<file path="config.mk">
export PLATFORM = sky130hd
export DESIGN_NAME = audio_hit_detector
export DESIGN_NICKNAME = d
export VERILOG_FILES = /design/src/rtl/audio_in_pkg.sv /design/src/rtl/audio_abs_mag.sv /design/src/rtl/audio_hit_detector.sv
export SDC_FILE = /design/constraint.sdc
export NUM_CORES = 1
export LEC_CHECK = 0
export BUFFER_PORTS_ARGS = -buffer_cell sky130_fd_sc_hd__buf_4
export CELL_PAD_IN_SITES_DETAIL_PLACEMENT = 0
export CELL_PAD_IN_SITES_GLOBAL_PLACEMENT = 2
export CORE_MARGIN = 3
export CORE_UTILIZATION = 33
export CTS_CLUSTER_SIZE = 8
export DETAILED_ROUTE_END_ITERATION = 10
export GPL_ROUTABILITY_DRIVEN = 0
export PLACE_DENSITY_LB_ADDON = 0.2
export SLEW_MARGIN = 20
export SYNTH_ARGS = -nofsm -noshare
export SYNTH_HDL_FRONTEND = slang
export SYNTH_HIERARCHICAL = 1
export SYNTH_SLANG_ARGS = --single-unit
export TNS_END_PERCENT = 30
</file>
<file path="constraint.sdc">
create_clock -name CLOCK_50 -period 5.93 [get_ports CLOCK_50]
set_clock_uncertainty 0.1 [all_clocks]
set_input_delay 1.186 -clock CLOCK_50 [delete_from_list [all_inputs] [get_ports CLOCK_50]]
set_output_delay 1.186 -clock CLOCK_50 [all_outputs]
set_load 0.01 [all_outputs]
</file>
<file path="src/rtl/audio_in_pkg.sv">
// Shared types and constants for the ADC-side hit detector.
package audio_in_pkg;

    localparam int unsigned SAMPLE_W = 32;
    localparam int unsigned DC_SHIFT = 10;

    typedef enum logic [1:0] {
        S_WAIT,
        S_READ,
        S_ACC,
        S_EVAL
    } state_t;

    // Exact log2 for a power-of-two window up to 1024 samples.
    function automatic int unsigned LOG2_WINDOW(input int unsigned w);
        int unsigned r;
        r = 0;
        for (int unsigned i = 0; i < 11; i++) begin
            if ((32'd1 << i) < w) r = i + 1;
        end
        return r;
    endfunction

endpackage

</file>
<file path="src/rtl/audio_abs_mag.sv">
// Combinational per-sample magnitude: (|L|>>1) + (|R|>>1), with an optional DC-removal stage.
// Optional feature macro: HIT_DC_BLOCK_EN (filter state registers live in the parent).
module audio_abs_mag
    import audio_in_pkg::*;
(
    input  logic [SAMPLE_W-1:0] left,
    input  logic [SAMPLE_W-1:0] right,
`ifdef HIT_DC_BLOCK_EN
    input  logic [SAMPLE_W-1:0] left_dc,
    input  logic [SAMPLE_W-1:0] right_dc,
    output logic [SAMPLE_W-1:0] left_dc_next,
    output logic [SAMPLE_W-1:0] right_dc_next,
`endif
    output logic [SAMPLE_W-1:0] mag
);

    // Most-negative input saturates so |x| always fits in SAMPLE_W-1 bits.
    function automatic logic [SAMPLE_W-1:0] sat_abs(input logic [SAMPLE_W-1:0] x);
        if (!x[SAMPLE_W-1]) return x;
        if (x == {1'b1, {(SAMPLE_W-1){1'b0}}}) return {1'b0, {(SAMPLE_W-1){1'b1}}};
        return ~x + SAMPLE_W'(1);
    endfunction

    logic [SAMPLE_W-1:0] left_y;
    logic [SAMPLE_W-1:0] right_y;

`ifdef HIT_DC_BLOCK_EN
    function automatic logic signed [SAMPLE_W:0] dc_diff(input logic [SAMPLE_W-1:0] x,
                                                         input logic [SAMPLE_W-1:0] d);
        return $signed({x[SAMPLE_W-1], x}) - $signed({d[SAMPLE_W-1], d});
    endfunction

    function automatic logic [SAMPLE_W-1:0] sat_w(input logic signed [SAMPLE_W:0] v);
        if (v[SAMPLE_W] != v[SAMPLE_W-1])
            return v[SAMPLE_W] ? {1'b1, {(SAMPLE_W-1){1'b0}}} : {1'b0, {(SAMPLE_W-1){1'b1}}};
        return v[SAMPLE_W-1:0];
    endfunction

    // d moves a 1/2^DC_SHIFT step toward x; it stays between d and x so never overflows.
    function automatic logic [SAMPLE_W-1:0] dc_step(input logic [SAMPLE_W-1:0] d,
                                                    input logic signed [SAMPLE_W:0] diff);
        logic signed [SAMPLE_W:0] sum;
        sum = $signed({d[SAMPLE_W-1], d}) + (diff >>> DC_SHIFT);
        return sum[SAMPLE_W-1:0];
    endfunction

    logic signed [SAMPLE_W:0] left_diff;
    logic signed [SAMPLE_W:0] right_diff;

    assign left_diff     = dc_diff(left, left_dc);
    assign right_diff    = dc_diff(right, right_dc);
    assign left_y        = sat_w(left_diff);
    assign right_y       = sat_w(right_diff);
    assign left_dc_next  = dc_step(left_dc, left_diff);
    assign right_dc_next = dc_step(right_dc, right_diff);
`else
    assign left_y  = left;
    assign right_y = right;
`endif

    assign mag = (sat_abs(left_y) >> 1) + (sat_abs(right_y) >> 1);

endmodule

</file>
<file path="src/rtl/audio_hit_detector.sv">
// Drains the ADC FIFO, averages sample magnitude over WINDOW samples and pulses hit on loud events.
// Optional feature macro: HIT_DC_BLOCK_EN enables per-channel DC removal ahead of the magnitude.
module audio_hit_detector
    import audio_in_pkg::*;
#(
    parameter int unsigned   WINDOW         = 64,
    parameter logic [31:0]   THRESHOLD      = 32'h0200_0000,
    parameter int unsigned   HOLDOFF_CYCLES = 12_500_000
) (
    input  logic                CLOCK_50,
    input  logic                reset,
    input  logic                enable,
    input  logic                audio_in_available,
    input  logic [SAMPLE_W-1:0] left_channel_audio_in,
    input  logic [SAMPLE_W-1:0] right_channel_audio_in,
    output logic                read_audio_in,
    output logic                hit,
    output logic [7:0]          level,
    output logic                holdoff_active
);

    localparam int unsigned LOG2_W = LOG2_WINDOW(WINDOW);
    localparam int unsigned ACC_W  = SAMPLE_W + LOG2_W;
    localparam int unsigned CNT_W  = LOG2_W + 1;
    localparam int unsigned HOLD_W = 32;

    state_t              state;
    state_t              next_state;
    logic                read_next;
    logic [SAMPLE_W-1:0] left_q;
    logic [SAMPLE_W-1:0] right_q;
    logic [SAMPLE_W-1:0] mag;
    logic [ACC_W-1:0]    acc;
    logic [CNT_W-1:0]    cnt;
    logic [SAMPLE_W-1:0] mean;
    logic [HOLD_W-1:0]   hold;
    logic [HOLD_W-1:0]   hold_next;
    logic                hit_set;

`ifdef HIT_DC_BLOCK_EN
    logic [SAMPLE_W-1:0] left_dc;
    logic [SAMPLE_W-1:0] right_dc;
    logic [SAMPLE_W-1:0] left_dc_next;
    logic [SAMPLE_W-1:0] right_dc_next;
`endif

    audio_abs_mag u_mag (
        .left          (left_q),
        .right         (right_q),
`ifdef HIT_DC_BLOCK_EN
        .left_dc       (left_dc),
        .right_dc      (right_dc),
        .left_dc_next  (left_dc_next),
        .right_dc_next (right_dc_next),
`endif
        .mag           (mag)
    );

    // State register
    always_ff @(posedge CLOCK_50) begin
        if (reset) state <= S_WAIT;
        else       state <= next_state;
    end

    // Next-state; the pop strobe is registered from the state being entered
    always_comb begin
        next_state = state;
        read_next  = 1'b0;
        case (state)
            S_WAIT:  if (audio_in_available) next_state = S_READ;
            S_READ:  next_state = S_ACC;
            S_ACC:   next_state = (enable && cnt == CNT_W'(WINDOW - 1)) ? S_EVAL : S_WAIT;
            S_EVAL:  next_state = S_WAIT;
            default: next_state = S_WAIT;
        endcase
        read_next = (next_state == S_READ);
    end

    // Window evaluation and holdoff timer
    always_comb begin
        mean    = SAMPLE_W'(acc >> LOG2_W);
        hit_set = (state == S_EVAL) && enable && (mean > THRESHOLD) && (hold == '0);
        if (hit_set)          hold_next = HOLD_W'(HOLDOFF_CYCLES);
        else if (hold != '0)  hold_next = hold - HOLD_W'(1);
        else                  hold_next = hold;
    end

    always_ff @(posedge CLOCK_50) begin
        if (reset) begin
            read_audio_in  <= 1'b0;
            hit            <= 1'b0;
            level          <= '0;
            holdoff_active <= 1'b0;
            left_q         <= '0;
            right_q        <= '0;
            acc            <= '0;
            cnt            <= '0;
            hold           <= '0;
        end else begin
            read_audio_in  <= read_next;
            hit            <= hit_set;
            hold           <= hold_next;
            holdoff_active <= (hold_next != '0);
            if (state == S_READ) begin
                left_q  <= left_channel_audio_in;
                right_q <= right_channel_audio_in;
            end
            // Disabled: keep draining but never build a window
            if (!enable) begin
                acc <= '0;
                cnt <= '0;
            end else if (state == S_ACC) begin
                acc <= acc + ACC_W'(mag);
                cnt <= cnt + CNT_W'(1);
            end else if (state == S_EVAL) begin
                acc   <= '0;
                cnt   <= '0;
                level <= mean[31:24];
            end
        end
    end

`ifdef HIT_DC_BLOCK_EN
    // DC estimate follows every drained sample; cleared only by reset
    always_ff @(posedge CLOCK_50) begin
        if (reset) begin
            left_dc  <= '0;
            right_dc <= '0;
        end else if (state == S_ACC) begin
            left_dc  <= left_dc_next;
            right_dc <= right_dc_next;
        end
    end
`endif

endmodule

</file>
Word level (Yosys, flattened, before mapping)
Index checks and enable logic that the tools add are counted.

storage, ports and cells
  bits in registers = 154
  bits of input ports = 68
  output and inout port bits = 11

cells by class
  $lt $le $gt $ge = 1
  bitwise operators = 4
  mux-type cells = 21
  add/subtract/negate cells = 6
  equal/unequal tests = 7
  reductions and logical operators = 11

operator list
  kind                                                  number
  two-way mux 32 bit                                    10
  two-way mux 38 bit                                    2
  adder 32 x 1 -> 32 bit, second input constant         2
  == test 32 bit, second input constant                 2
  NOT 32 bit                                            2
  nonzero test 32 bit                                   2
  adder 38 x 32 -> 38 bit                               1
  adder 31 x 31 -> 32 bit                               1
  > comparator 32 x 26 -> 1 bit, second input constant  1
  logical NOT 32 bit                                    1
  subtractor 32 x 1 -> 32 bit, second input constant    1
  two-way mux 7 bit                                     2
  case mux 2 bit (4 select lines)                       1
  adder 7 x 1 -> 7 bit, second input constant           1
  == test 7 x 6 -> 1 bit, second input constant         1
  == test 2 x 1 -> 1 bit, second input constant         2
  == test 2 bit, second input constant                  2
  logical AND 1 bit                                     4
  two-way mux 1 bit                                     4
  two-way mux 2 bit                                     2
  AND reduction 3 bit                                   1
  logical NOT 2 bit                                     1
  NOT 1 bit                                             2
  nonzero test 2 bit                                    1
  OR reduction 2 bit                                    1

Logic depth before layout (Yosys ltp)
  depth in word-level cells = 8
  mapped depth = 27
  gate-level depth less buffers = 27

Hierarchy
Netlist, hierarchy kept.

by module, submodules not included
  module              times used  cells each  area each (sq um)
  audio_hit_detector  1           934         7517.2
  audio_abs_mag       1           514         3430.8

Worst setup path after synthesis
No wires, ideal clock.

  path type = register to register
  start = reg left_q[1]
  end = reg acc[30]
  cell stages (with the launch flop) = 26
  setup slack = 103 ps
  path buffers = 1
  data required time = 5713 ps
  data arrival time = 5611 ps
  cells stage by stage = dfxtp_1 > inv_1 > ha_1 > or4b_4 > nor4b_2 > nand3_1 > or2_1 > buf_2 > nand2_1 > ha_1 > a21o_1 > a221oi_1 > o211a_1 > nor2_1 > a41oi_1 > xnor2_1 > ha_1 > nand4_1 > a211oi_1 > o21ai_0 > a21boi_0 > a41oi_1 > o21ai_0 > a31oi_1 > xnor2_1 > a22o_1

on the way
  cells in the longest elaborated chain, start to end = 8
  elaborated cells between the ends (all ways) = 12
  those cells by class = 3 x add/sub; 1 x eq/ne; 7 x mux; 1 x bitwise

ends and longest elaborated chain
  element                                                         line                       RTL
  start, declared                                                 audio_hit_detector.sv:30   logic [SAMPLE_W-1:0] left_q;
  start signal, assigned                                          audio_hit_detector.sv:105  left_q <= left_channel_audio_in;
  branches (longest 4 deep; another with adder 32 x 1 -> 32 bit)  n/a
  two-way mux 32 bit *                                            audio_abs_mag.sv:20        if (x == {1'b1, {(SAMPLE_W-1){1'b0}}}) return {1'b0, {(SAMPLE_W-1){1'b1}}};
  adder 31 x 31 -> 32 bit *                                       audio_abs_mag.sv:61        assign mag = (sat_abs(left_y) >> 1) + (sat_abs(right_y) >> 1);
  via mag[18]                                                     audio_hit_detector.sv:32   logic [SAMPLE_W-1:0] mag;
  adder 38 x 32 -> 38 bit *                                       audio_hit_detector.sv:113  acc <= acc + ACC_W'(mag);
  two-way mux 38 bit *                                            audio_hit_detector.sv:112  end else if (state == S_ACC) begin
  end signal, assigned                                            audio_hit_detector.sv:113
  end, declared                                                   audio_hit_detector.sv:33   logic [ACC_W-1:0] acc;

Mark *: on every way through the listed nets, which the timed path passes. The select of a mux whose other input is x is not followed.
A chain may end at the register's enable or synchronous reset.

Worst setup path in the final report
  start = reg left_q[0]
  end = reg acc[36]

on the way
  cells in the longest elaborated chain, start to end = 8
  elaborated cells between the ends (all ways) = 11
  those cells by class = 3 x add/sub; 1 x eq/ne; 6 x mux; 1 x bitwise

ends and longest elaborated chain
  element                                                         line                       RTL
  branches (longest 3 deep; another with adder 32 x 1 -> 32 bit)  n/a
  two-way mux 32 bit *                                            audio_abs_mag.sv:21        return ~x + SAMPLE_W'(1);
  two-way mux 32 bit *                                            audio_abs_mag.sv:20
  adder 31 x 31 -> 32 bit *                                       audio_abs_mag.sv:61
  via mag[24]                                                     audio_hit_detector.sv:32
  adder 38 x 32 -> 38 bit *                                       audio_hit_detector.sv:113
  two-way mux 38 bit *                                            audio_hit_detector.sv:112

Marked as above.

==> impl_metrics.tcl <==
set metrics [dict create \
    status "finished clean" \
    antenna_found_initial 0 \
    finalHoldViolCount 0 \
    post_drt_wl_per_cell_um 15.9 \
    design_area_um2 13700 \
    synth_compound_area_share_pct 24.0 \
    drv_cap 0 \
    synth.avg_cell_area_um2 7.56 \
    async_flop_share_pct 0 \
    post-place-ws_ns -0.335 \
    vias_per_cell 5.14 \
    whs_ns 0.359 \
    nets 1749 \
    grt_pass1_wl_um 53700 \
    finalWirelength_um 32900 \
    drive_gt1_share_pct 20.6 \
    yosys-top-cells-area "dfxtp_1, nand2_1, ha_1, a21oi_1, xor2_1" \
    leakage_uw 0.00595 \
    hold_path.class "reg2reg" \
    comb_power_share_pct 42.0 \
    p_switching_uw 1590 \
    finalSetupViolations 0 \
    clk_pin_slew_ns 0.07 \
    critPathMaxStageDelay_ns 0.49 \
    chipHeight_um 188 \
    max-vdd-ir-drop_mv 0.333 \
    critical_path_class "reg2reg" \
    dr.pass1.iters 5 \
    yosys.area_share.adder_pct 8.14 \
    ys_seq_elements 154 \
    synth_common_cells "nand2_1, a21oi_1, dfxtp_1" \
    crit_path_max_fanout 6 \
    htree_levels 4 \
    crit_arrival_ns 5.96 \
    core_area_um2 32600 \
    synth_nets 1586 \
    ys_types 77 \
    slowest_stage "or4b_4" \
    synth_area_um2 10900 \
    via_count 10600 \
    pwr-share-seq_pct 31.7 \
    synth-simple-area-share_pct 25.6 \
    synth_top_family_by_area "simple AND/OR/NAND/NOR gates" \
    period_needed_ns 5.69 \
    cts_tree "yes" \
    crit_path_frequent_cell "buf_4" \
    grt_usage_pct 18.5 \
    drtIter0Drc 592 \
    switching_share_pct 38.6 \
    clock_power_share_pct 26.3 \
    yosysWarnings 6 \
    power_density_nw_per_um2 299 \
    cts_buffers 17 \
    synth_edf_count 0 \
    ys.flop_type "dfxtp_1" \
    critPathRequiredTime_ns 6.20 \
    grt_pass1_vias 10200 \
    worst_pin_slew_ns 0.755 \
    synth_area_leader_cell "dfxtp_1" \
    grt_max_degree 67 \
    rsz0062_at_grt "yes" \
    period_share_pct 95.9 \
    p_total_uw 4110 \
    post-route-util_pct 42.1 \
    insertion_delay_ns 0.44 \
    maxSlewHeadroom_pct 49.6 \
    final_antenna_net_count 0 \
    netlist.area_leader.share_pct 28.2 \
    cts.sinks 154 \
    internal-power_uw 2520 \
    fmax_mhz 176 \
    io_buffers 78 \
    cts_root_buf "clkbuf_16" \
    synth_xor_area_share_pct 10.0 \
    die-area_um2 35400 \
    grt_overflow 0 \
    cp-end-kind "flip-flop" \
    postSynthCellCount 1448 \
    place_hpwl_um 25200 \
    num_rows 66 \
    ys_seq_area_share_pct 28.2 \
    start_util_pct 33.6 \
    synthToLayoutAreaGrowth_pct 25.3 \
    worst_hold_path.num_cells 2 \
    synthMuxAreaShare_pct 0.926 \
    cts_buffer_depth 2 \
    dpl_cell_area_um2 12700 \
    fin_ws_ns 0.241 \
    synth_most_common_cell "nand2_1" \
    diodes 0 \
    io_pins 79 \
    drc 0 \
    postCtsHoldBufs 0 \
    drv_slew 0 \
    reg2reg_depth 30 \
    fp.dieW_um 188 \
    critPathLaunchType "flip-flop" \
]
-- path summary, 6_finish.rpt --
path             start  endpoint  slack, ns
max reg2reg  left_q[0]   acc[36]       0.24
min reg2reg   level[4]  level[4]       0.36
min           level[4]  level[4]       0.36
max          left_q[0]   acc[36]       0.24
-- flip-flops by register name, indices dropped and copies added, names as in the netlist --
register	cells
hold	32
state	2
acc	38
read_audio_in	1
cnt	7
holdoff_active	1
left_q	32
right_q	32
level	8
hit	1
-- metal layers --
metal,routed length [um],share of wire [%],track usage [%],up-vias
li1,-,-,-,5551
met1,17600,54,27.5,4874
met2,13700,41,27.5,160
met3,958,2.9,2.84,32
met4,681,2.1,5.60,0
met5,0,0,0,-
-- cell usage in the layout, fill, tap and decap left out, types with 9 or more instances in the layout --
| cell | n |
|---|---|
| a211oi_1 | 10 |
| a21o_1 | 29 |
| a21oi_1 | 161 |
| a22o_1 | 15 |
| a22oi_1 | 16 |
| and2_1 | 9 |
| and3_1 | 14 |
| buf_4 | 207 |
| clkbuf_16 | 17 |
| dfxtp_1 | 152 |
| ha_1 | 58 |
| inv_1 | 21 |
| mux2i_1 | 9 |
| nand2_1 | 252 |
| nand2b_1 | 16 |
| nand3_1 | 20 |
| nand4_1 | 22 |
| nor2_1 | 109 |
| nor3_1 | 30 |
| nor4_1 | 20 |
| o21a_1 | 11 |
| o21ai_0 | 60 |
| o21ai_1 | 10 |
| o31ai_1 | 18 |
| or3_1 | 18 |
| xnor2_1 | 50 |
| xor2_1 | 73 |
-- through the flow --
stage,TNS (ns),cells
finish,0,2066
global route,-0.0890,2066
CTS,0,2056
detailed placement,-2.69,2023
global placement,-1.70,2023
floorplan,0,1448
-- power groups by stage --
stage | sequential [uW] | clock, uW | combinational, uW
after CTS | 1300 | 1120 | 1660
after global routing | 1330 | 1160 | 1920
final | 1300 | 1080 | 1730
after global placement | 1320 | 0 | 1650
after detailed placement | 1320 | 0 | 1650
after floorplan | 1280 | 0 | 1200
-- cells by family after synthesis --
family	Yosys count
AOI/OAI and AO/OA	418
xor gates and xnor gates	125
adders and majority gates	70
buffers and inverters	89
DFF	154
muxes	10
and+or+nand+nor	582
-- worst max-delay path: cells and delay by family, from the launching register on --
family / cells / cell delay [ns]
adder cells (fa/ha/maj): 4 / 0.84
flip-flops: 1 / 0.33
AO/OA/AOI/OAI: 10 / 1.35
XOR/XNOR: 1 / 0.27
buffers and inverters: 5 / 0.65
AND/OR/NAND/NOR: 10 / 2.07
-- final cells by class --
cell class	instances	area [um^2]
Multi-Input combinational cell	1205	7830
Fill cell	3422	18900
Clock buffer	18	429
Clock inverter	14	135
Sequential cell	154	3090
Tap cell	442	553
Inverter	23	86.3
Timing Repair Buffer	210	1600
-- timing repair --
item | CTS | global route
gates cloned | 0 | 0
pin swaps | 1 | 42
gates resized for setup | 8 | 83
setup endpoints to repair | 15 | 19
buffers inserted | 1 | 10
Power figures use the tool's default switching activity.
